### config.mk
export PLATFORM = sky130hd
export DESIGN_NAME = dequant_zigzag_writer
export DESIGN_NICKNAME = d
export VERILOG_FILES = /design/src/rtl/dequant_zigzag_writer.sv
export SDC_FILE = /design/constraint.sdc
export NUM_CORES = 1
export LEC_CHECK = 0
export BUFFER_PORTS_ARGS = -buffer_cell sky130_fd_sc_hd__clkbuf_2
export CAP_MARGIN = 25
export CORE_MARGIN = 1
export CORE_UTILIZATION = 30
export DETAILED_ROUTE_END_ITERATION = 6
export MAX_ROUTING_LAYER = met4
export PLACE_DENSITY_LB_ADDON = 0.08
export RECOVER_POWER = 25
export SYNTH_ARGS = -nofsm -noshare
export SYNTH_HDL_FRONTEND = slang
export SYNTH_SLANG_ARGS = --single-unit
### constraint.sdc
create_clock -name Clock -period 5.5 [get_ports Clock]
set_input_delay 1.65 -clock Clock [delete_from_list [all_inputs] [get_ports Clock]]
set_output_delay 1.65 -clock Clock [all_outputs]
set_load 0.03 [all_outputs]
### src/rtl/dequant_zigzag_writer.sv
// Dequantizes zigzag-ordered coefficients and writes them to the pre-IDCT SRAM region in raster order.
// Optional macro DEQUANT_SATURATE_EN: saturate the 22-bit result to 16 bits instead of truncating.
module dequant_zigzag_writer #(
  parameter logic [17:0] PRE_IDCT_BASE = 18'd76800,
  parameter int          BLOCK_ROWS    = 30
) (
  input  logic        Clock,
  input  logic        Resetn,
  input  logic        Enable,
  input  logic        Q_select,
  input  logic        coeff_valid,
  input  logic [15:0] coeff_data,
  output logic        coeff_ready,
  output logic [17:0] SRAM_address,
  output logic [15:0] SRAM_write_data,
  output logic        SRAM_we_n,
  output logic        Done
);

  typedef enum logic [1:0] {S_IDLE, S_RUN, S_BLOCK_END, S_DONE} state_t;

  localparam logic [7:0] ROW_LAST = 8'(BLOCK_ROWS - 1);

  // Raster position (row*8+col) of each zigzag index.
  localparam logic [5:0] ZIGZAG [64] = '{
    6'd0,  6'd1,  6'd8,  6'd16, 6'd9,  6'd2,  6'd3,  6'd10,
    6'd17, 6'd24, 6'd32, 6'd25, 6'd18, 6'd11, 6'd4,  6'd5,
    6'd12, 6'd19, 6'd26, 6'd33, 6'd40, 6'd48, 6'd41, 6'd34,
    6'd27, 6'd20, 6'd13, 6'd6,  6'd7,  6'd14, 6'd21, 6'd28,
    6'd35, 6'd42, 6'd49, 6'd56, 6'd57, 6'd50, 6'd43, 6'd36,
    6'd29, 6'd22, 6'd15, 6'd23, 6'd30, 6'd37, 6'd44, 6'd51,
    6'd58, 6'd59, 6'd52, 6'd45, 6'd38, 6'd31, 6'd39, 6'd46,
    6'd53, 6'd60, 6'd61, 6'd54, 6'd47, 6'd55, 6'd62, 6'd63
  };

  function automatic logic [2:0] shift_for(input logic [3:0] diag, input logic qsel);
    logic [2:0] s;
    if (!qsel) begin
      case (diag)
        4'd0:    s = 3'd3;
        4'd1:    s = 3'd2;
        4'd2:    s = 3'd3;
        4'd3:    s = 3'd3;
        4'd4:    s = 3'd4;
        4'd5:    s = 3'd4;
        4'd6:    s = 3'd5;
        4'd7:    s = 3'd5;
        default: s = 3'd6;
      endcase
    end else begin
      case (diag)
        4'd0:    s = 3'd3;
        4'd1:    s = 3'd1;
        4'd2:    s = 3'd1;
        4'd3:    s = 3'd1;
        4'd4:    s = 3'd2;
        4'd5:    s = 3'd2;
        4'd6:    s = 3'd3;
        4'd7:    s = 3'd3;
        default: s = 3'd4;
      endcase
    end
    return s;
  endfunction

  state_t      state_q, state_d;
  logic [5:0]  k_q, k_d;
  logic [5:0]  col_q, col_d;
  logic [7:0]  brow_q, brow_d;
  logic [1:0]  plane_q, plane_d;
  logic        qsel_q, qsel_d;
  logic [17:0] addr_q, addr_d;
  logic [15:0] data_q, data_d;
  logic        we_n_q, we_n_d;

  logic [5:0]  zz_pos;
  logic [2:0]  zz_row, zz_col;
  logic [2:0]  shift_amt;
  logic [17:0] plane_base, stride, line, addr_calc;
  logic [5:0]  col_last;
  logic [15:0] deq16;

  assign zz_pos    = ZIGZAG[k_q];
  assign zz_row    = zz_pos[5:3];
  assign zz_col    = zz_pos[2:0];
  assign shift_amt = shift_for({1'b0, zz_row} + {1'b0, zz_col}, qsel_q);

  always_comb begin
    plane_base = PRE_IDCT_BASE;
    stride     = 18'd320;
    col_last   = 6'd39;
    case (plane_q)
      2'd0: begin
        plane_base = PRE_IDCT_BASE;
        stride     = 18'd320;
        col_last   = 6'd39;
      end
      2'd1: begin
        plane_base = PRE_IDCT_BASE + 18'd76800;
        stride     = 18'd160;
        col_last   = 6'd19;
      end
      default: begin
        plane_base = PRE_IDCT_BASE + 18'd115200;
        stride     = 18'd160;
        col_last   = 6'd19;
      end
    endcase
  end

  assign line      = 18'({brow_q, 3'b000}) + 18'(zz_row);
  assign addr_calc = plane_base + line * stride + 18'({col_q, 3'b000}) + 18'(zz_col);

`ifdef DEQUANT_SATURATE_EN
  logic signed [21:0] wide;
  assign wide  = $signed({{6{coeff_data[15]}}, coeff_data}) <<< shift_amt;
  assign deq16 = (wide > 22'sd32767)  ? 16'h7FFF :
                 (wide < -22'sd32768) ? 16'h8000 : wide[15:0];
`else
  // The low 16 bits of the 22-bit shifted value equal a plain 16-bit shift.
  assign deq16 = coeff_data << shift_amt;
`endif

  always_comb begin
    state_d = state_q;
    k_d     = k_q;
    col_d   = col_q;
    brow_d  = brow_q;
    plane_d = plane_q;
    qsel_d  = qsel_q;
    addr_d  = addr_q;
    data_d  = data_q;
    we_n_d  = 1'b1;
    case (state_q)
      S_IDLE: begin
        if (Enable) begin
          state_d = S_RUN;
          qsel_d  = Q_select;
          k_d     = 6'd0;
          col_d   = 6'd0;
          brow_d  = 8'd0;
          plane_d = 2'd0;
        end
      end
      S_RUN: begin
        if (coeff_valid) begin
          we_n_d = 1'b0;
          addr_d = addr_calc;
          data_d = deq16;
          k_d    = k_q + 6'd1;
          if (k_q == 6'd63) state_d = S_BLOCK_END;
        end
      end
      S_BLOCK_END: begin
        state_d = S_RUN;
        if (col_q == col_last) begin
          col_d = 6'd0;
          if (brow_q == ROW_LAST) begin
            brow_d = 8'd0;
            if (plane_q == 2'd2) begin
              plane_d = 2'd0;
              state_d = S_DONE;
            end else begin
              plane_d = plane_q + 2'd1;
            end
          end else begin
            brow_d = brow_q + 8'd1;
          end
        end else begin
          col_d = col_q + 6'd1;
        end
      end
      S_DONE:  state_d = S_IDLE;
      default: state_d = S_IDLE;
    endcase
  end

  always_ff @(posedge Clock or negedge Resetn) begin
    if (!Resetn) begin
      state_q <= S_IDLE;
      k_q     <= 6'd0;
      col_q   <= 6'd0;
      brow_q  <= 8'd0;
      plane_q <= 2'd0;
      qsel_q  <= 1'b0;
      addr_q  <= 18'd0;
      data_q  <= 16'd0;
      we_n_q  <= 1'b1;
    end else begin
      state_q <= state_d;
      k_q     <= k_d;
      col_q   <= col_d;
      brow_q  <= brow_d;
      plane_q <= plane_d;
      qsel_q  <= qsel_d;
      addr_q  <= addr_d;
      data_q  <= data_d;
      we_n_q  <= we_n_d;
    end
  end

  assign coeff_ready     = (state_q == S_RUN);
  assign Done            = (state_q == S_DONE);
  assign SRAM_address    = addr_q;
  assign SRAM_write_data = data_q;
  assign SRAM_we_n       = we_n_q;

endmodule

==> impl_metrics.toml, run 1 <==
[cts]
cts_inserted_buffers = 9
cts_tree = "built"
htree_levels = 3
root_buffer = "clkbuf_16"
post_cts_buffers = 0
hold_buffers = 0
clk_pin_slew_ns = 0.06
clock_path_buffers = 2
ctsResizeCount = 0
insertion_delay_ns = 0.34
cts.sinks = 60

[floorplan]
initial_utilization_pct = 31.1
num_io_pins = 58
rows = 49
core-area_mm2 = 0.0182
dieArea_mm2 = 0.0194
die-height_um = 139
die_w_um = 139

[critical_path]
cp-end-kind = "flip-flop"
cp_top_family = "adder cells"
crit_arrival_ns = 5.36
worst-setup-path-type = "reg2reg"
crit_chain = "inv_2, ha_1, or3_1, o31ai_1, nor3_1, a21oi_1, nor2_1, fa_1, inv_1, fa_1, inv_1, ha_1, ha_1, ha_1, ha_1, a21o_1, a21oi_2, o211ai_1, a31oi_1, xor2_1, o21ai_0"
worstPathRequired_ns = 5.69
cpMostUsedCell = "ha_1"
cp.buffers_inverters = 3
worst-path-max-fanout = 6
worst_path_max_delay_cell = "fa_1"
cpPeakStageDelay_ns = 0.53
startpoint_type = "flip-flop"

[sta]
finalCritPeriodShare_pct = 93.9
finalClockSkew_ns = 0.00665
drv_slew = 0
worst_pin_slew_ns = 1.28
final-setup-viol-count = 0
setup_tns_ns = 0
whs_ns = 0.469
period_needed_ns = 5.17
hold_viol_final = 0
slew_headroom_pct = 14.8
fmax_ghz = 0.194
rsz0062_at_grt = "false"

[synthesis]
synth_warnings = 0
syn_area_mm2 = 0.00567
syn_inst = 643
synth.distinct_cells = 66
synth_common_cells = "81 x nand2_1, 65 x ha_1, 59 x dfrtp_1"
ys_seq_elements = 60
yosysMostFrequentCell = "nand2_1"
yosysSeqAreaShare_pct = 26.5
synth_edf_count = 0
synth_area_leader_cell = "dfrtp_1"
synthTopCellsByArea = "dfrtp_1 26%, ha_1 14%, fa_1 6.7%"
syn-num-nets = 748
yosysTopAreaCellShare_pct = 26.1
synth_ff_type = "dfrtp_1"
async_flop_share_pct = 100
syn_avg_cell_area_um2 = 8.81

[routing]
drt_iter0_markers = 195
vias = 4672
remaining_drc_errors = 0
vias_per_cell = 5.03
post_drt_wl_per_cell_um = 15.1
dr.pass1.iters = 6
wirelength_um = 14000
ant_nets = 0

[pwr]
cellLeakagePower_nw = 3.25
p_sw_mw = 1.82
comb_power_share_pct = 66.4
swShare_pct = 47.1
seq_power_share_pct = 16.6
clkPwrFrac_pct = 17.1
p_per_area_mw_per_mm2 = 592
ir_drop_uv = 314
power.total_mw = 3.87
internal_power_mw = 2.05

[layout]
n_antenna_cell = 0
multi_input_area_mm2 = 0.00379
register_area_mm2 = 0.00150
final_nets = 799
fill_cells = 1888
area_delta_synth_final_pct = 15.5
drive_above_1_share_pct = 18.6

[global_routing]
grt_pass1_vias = 4621
grt_overflow = 0
globalRouteTotalUtil_pct = 15.5
antenna_found_initial = 0
grt_max_degree = 48
grt_pass1_wl_um = 23100

[place]
routabilityCongestion = 0.875
io_buffers = 57
hpwl_um = 10600

[worst_hold_path]
hp-class = "reg2reg"

[flow_run]
maxCapViolations = 0

[run_status]
outcome = "finished, final reports clean"
## area by class of cell
class                           instances  share of cell area [%]
Clock buffer                           10                    3.50
Clock inverter                          6                    1.72
Inverter                               57                    3.27
Multi-Input combinational cell        492                    58.0
Sequential cell                        60                    23.0
Tap cell                              229                    4.38
Timing Repair Buffer                   74                    6.21
## power groups by stage
stage	Sequential, mW	Clock [mW]	Combinational, mW
2_1_floorplan	0.813	0	1.87
3_3_place_gp	0.647	0	2.56
3_5_place_dp	0.651	0	2.57
4_1_cts	0.644	0.681	2.58
5_1_grt	0.659	0.702	2.84
6_report	0.641	0.661	2.57
## cell families (layout without fill, tap and decap cells)
group                    Yosys count  count (layout)  synth area share [%]
AO/OA/AOI/OAI                    154             154                  18.2
buffers and inverters             91             147                  6.76
XOR/XNOR                          20              20                  3.22
AND/OR/NAND/NOR                  202             202                  17.4
flip-flops                        60              60                  26.5
other                              1               1                0.0662
adder cells (fa/ha/maj)           84              84                  21.1
multiplexers                      31              31                  6.85
## cells in the final DEF, fill, tap and decap left out, types with 5 or more instances in the layout
| cell type | synthesis | final |
|---|---|---|
| xor2_1 | 10 | 10 |
| o211ai_1 | 9 | 9 |
| a21o_1 | 5 | 5 |
| inv_1 | 57 | 56 |
| buf_4 | 3 | 16 |
| clkbuf_16 | 0 | 9 |
| fa_1 | 19 | 19 |
| nand2b_1 | 15 | 15 |
| nor2_1 | 35 | 33 |
| mux2_2 | 8 | 8 |
| and3_1 | 11 | 11 |
| nand2_1 | 81 | 81 |
| dfrtp_1 | 59 | 59 |
| mux4_2 | 5 | 5 |
| nor2b_1 | 5 | 5 |
| nor3_1 | 5 | 5 |
| mux2i_1 | 17 | 17 |
| and2_1 | 14 | 14 |
| clkbuf_2 | 2 | 55 |
| or2_2 | 10 | 10 |
| o21ai_0 | 48 | 48 |
| nand3_1 | 9 | 9 |
| o31ai_1 | 9 | 9 |
| a22oi_1 | 7 | 7 |
| a21boi_0 | 9 | 9 |
| a211oi_1 | 15 | 15 |
| ha_1 | 65 | 64 |
| xnor2_1 | 9 | 9 |
| a22o_1 | 7 | 7 |
| a21oi_1 | 23 | 21 |
## stage by stage
stage          instance area, um^2  std cells  util [%]  setup slack [ns]
5_1_grt                       6550        928      36.0            0.0118
2_1_floorplan                 5670        643         -             0.328
3_5_place_dp                  6190        911      34.0            0.0984
6_report                      6550        928      36.0             0.335
3_3_place_gp                  6190        911      34.0             0.256
4_1_cts                       6530        927      35.9            0.0826
## metal layers
layer  wire, um  part of all wire (%)  global-route usage, %  vias to the layer above
met5          0                     0                      -                        -
met4        267                   1.9                   4.50                        0
met3        416                   3.0                   3.44                       20
met2       6650                    47                   24.9                       86
met1       6700                    48                   19.5                     2230
li1           -                     -                      -                     2336
## worst reg2reg max path, cell delays in order, from the launching register on
cell and delay, ns:
dfrtp_1 0.38, inv_2 0.11, ha_1 0.25, or3_1 0.32
o31ai_1 0.08, nor3_1 0.08, a21oi_1 0.28, nor2_1 0.14
fa_1 0.53, inv_1 0.05, fa_1 0.53, inv_1 0.04
ha_1 0.28, ha_1 0.30, ha_1 0.28, ha_1 0.35
a21o_1 0.21, a21oi_2 0.22, o211ai_1 0.13, a31oi_1 0.21
xor2_1 0.16, o21ai_0 0.09
## final timing paths
| kind | to | from | cells past startpoint | slack [ns] |
|---|---|---|---|---|
| worst max-delay path | SRAM_address[14]$_DFFE_PN0P_ | k_q[1]$_DFFE_PN0P_ | 21 | 0.33 |
| worst min-delay path | SRAM_write_data[12]$_DFFE_PN0P_ | SRAM_write_data[12]$_DFFE_PN0P_ | 2 | 0.47 |
| worst max register to register | SRAM_address[14]$_DFFE_PN0P_ | k_q[1]$_DFFE_PN0P_ | 21 | 0.33 |
| worst min register to register | SRAM_write_data[12]$_DFFE_PN0P_ | SRAM_write_data[12]$_DFFE_PN0P_ | 2 | 0.47 |
| max in group asynchronous | SRAM_we_n$_DFF_PN1_ | Resetn | 3 | 1.96 |
| min in group asynchronous | SRAM_address[7]$_DFFE_PN0P_ | Resetn | 1 | 1.53 |
## sequential cells by signal (all words and copies together) (netlist names)
register         cells
col_q                6
SRAM_we_n            1
k_q                  6
SRAM_address        18
SRAM_write_data     16
state_q              2
brow_q               8
qsel_q               1
plane_q              2
(Power assumes the default switching activity.)
==> run 2: changes to the inputs <==
--- a/config.mk
+++ b/config.mk
@@ -7,6 +7,8 @@
 export LEC_CHECK = 0
 export BUFFER_PORTS_ARGS = -buffer_cell sky130_fd_sc_hd__clkbuf_2
 export CAP_MARGIN = 25
+export CELL_PAD_IN_SITES_DETAIL_PLACEMENT = 1
+export CELL_PAD_IN_SITES_GLOBAL_PLACEMENT = 2
 export CORE_MARGIN = 1
 export CORE_UTILIZATION = 30
 export DETAILED_ROUTE_END_ITERATION = 6
==> constraint.sdc (replaced) <==
create_clock -name Clock -period 5.35 [get_ports Clock]
set_input_delay 1.605 -clock Clock [delete_from_list [all_inputs] [get_ports Clock]]
set_output_delay 1.605 -clock Clock [all_outputs]
set_load 0.03 [all_outputs]
==> impl_metrics.toml, run 2 (synthesis results as in run 1) <==
[run_status]
outcome = "complete, but fails checks"
violations = "capacitance limit, slew limit"

[cts]
cts.sinks = 60
cts_tree = "built"
htree_levels = 3
insertion_delay_ns = 0.34
cts_inserted_buffers = 9
clock_path_buffers = 2
root_buffer = "clkbuf_16"
clk_pin_slew_ns = 0.06

[pwr]
clkPwrFrac_pct = 15.0
seq_power_share_pct = 16.4
p_per_area_mw_per_mm2 = 612
p_sw_mw = 1.98
internal_power_mw = 2.06
ir_drop_uv = 407
cellLeakagePower_nw = 3.27
comb_power_share_pct = 68.6
swShare_pct = 49.1

[floorplan]
initial_utilization_pct = 31.1
die-height_um = 139
die_w_um = 139
core-area_mm2 = 0.0182
num_io_pins = 58
rows = 49
dieArea_mm2 = 0.0194

[worst_hold_path]
hp-class = "reg2reg"
min-delay-start = "SRAM_write_data[6]$_DFFE_PN0P_"

[place]
hpwl_um = 12200
io_buffers = 57
routabilityCongestion = 0.804

[routing]
post_drt_wl_per_cell_um = 16.7
ant_nets = 0
drt_iter0_markers = 146
remaining_drc_errors = 0
vias = 4788
wirelength_um = 15600
vias_per_cell = 5.13
dr.pass1.iters = 4

[sta]
period_needed_ns = 5.06
slew_headroom_pct = -24.5
final-setup-viol-count = 0
fmax_ghz = 0.198
whs_ns = 0.469
worst_pin_slew_ns = 1.87
finalClockSkew_ns = 0.00562
setup_tns_ns = 0
hold_viol_final = 0
rsz0062_at_grt = "false"
finalCritPeriodShare_pct = 94.6
drv_slew = 31

[global_routing]
antenna_found_initial = 0
grt_pass1_vias = 5167
grt_overflow = 0
grt_pass1_wl_um = 25800
globalRouteTotalUtil_pct = 17.2
grt_max_degree = 32

[flow_run]
maxCapViolations = 1

[critical_path]
cp-end-kind = "flip-flop"
crit_arrival_ns = 5.27
startpoint_type = "flip-flop"
rrSetupSlack_ns = 0.29
worstPathRequired_ns = 5.56
r2r-start = "k_q[2]$_DFFE_PN0P_"
worst-path-max-fanout = 5
worst-setup-path-type = "reg2reg"
cp-startpoint = "k_q[2]$_DFFE_PN0P_"

[layout]
layout_commonest_cell = "nand2_1"
n_antenna_cell = 0
final_nets = 805
final_cell_mix = "80 x nand2_1, 60 x ha_1, 59 x dfrtp_1, 55 x inv_1, 55 x clkbuf_2"
largest_register_ff_count = 18
area_delta_synth_final_pct = 16.5
drive_above_1_share_pct = 20.7
-- run 2: cell count changes in the layout (fill, tap and decap cells not counted), moves of 2 or more --
cell,delta
ha_2,+2
bufinv_16,-2
ha_4,+2
clkbuf_1,-2
ha_1,-4
clkinv_4,+2
buf_4,+7
-- run 2: stage by stage --
stage               setup WS (ns)  instances  util, %  instance area [um^2]  power (mW)
floorplan                   0.178        643        -                  5670        2.76
global placement           0.0564        914     34.1                  6210        3.36
finish                      0.290        934     36.2                  6600        4.04
CTS                        0.0173        930     35.8                  6520        4.04
detailed placement        0.00939        914     34.1                  6210        3.40
global route              0.00889        934     36.2                  6600        4.38
-- run 2: layer usage --
layer / track usage, % / up-vias / wire length [um]
li1: - / 2347 / -
met1: 21.1 / 2374 / 7430
met2: 29.3 / 50 / 7700
met3: 2.03 / 17 / 261
met4: 5.96 / 0 / 229
met5: - / - / 0
-- run 2: critical path: stages (launching register included) --
cell      delay [ns]
dfrtp_1         0.39
inv_2           0.11
ha_1            0.27
or3_1           0.33
o31ai_1         0.08
nor3_1          0.09
a21oi_2         0.19
nor2_1          0.11
fa_1            0.53
inv_1           0.06
fa_1            0.52
inv_1           0.04
ha_1            0.28
ha_1            0.29
ha_1            0.27
ha_1            0.35
a21o_1          0.21
a21oi_2         0.21
o211ai_1        0.14
a31oi_1         0.21
xor2_1          0.16
o21ai_0         0.08
-- run 2: timing repair --
item | in CTS | in global routing
hold buffers | 0 | 0
resized for setup | 2 | 13
setup buffers | 0 | 4
pin swaps | 0 | 6
endpoints found under the setup margin | 2 | 7
-- run 2: final cells by class --
type                            count  area [um^2]
Timing Repair Buffer               80          455
Fill cell                        2134        11600
Clock inverter                      7         76.3
Sequential cell                    60         1500
Multi-Input combinational cell    492         3840
Tap cell                          229          287
Inverter                           57          214
Clock buffer                        9          225
-- run 2: final timing paths --
path | end | depth (start not counted)
worst min-delay path | SRAM_write_data[6]$_DFFE_PN0P_ | 2
max in group asynchronous | SRAM_we_n$_DFF_PN1_ | 2
min in group asynchronous | SRAM_address[14]$_DFFE_PN0P_ | 1
worst max register to register | SRAM_address[16]$_DFFE_PN0P_ | 21
worst min register to register | SRAM_write_data[6]$_DFFE_PN0P_ | 2
worst max-delay path | SRAM_address[16]$_DFFE_PN0P_ | 21
-- run 2: power groups by stage --
stage	Combinational, mW	Sequential, mW	Clock (mW)
2_1_floorplan	1.92	0.836	0
3_3_place_gp	2.69	0.667	0
3_5_place_dp	2.73	0.670	0
4_1_cts	2.75	0.663	0.629
5_1_grt	3.07	0.676	0.640
6_report	2.77	0.662	0.604
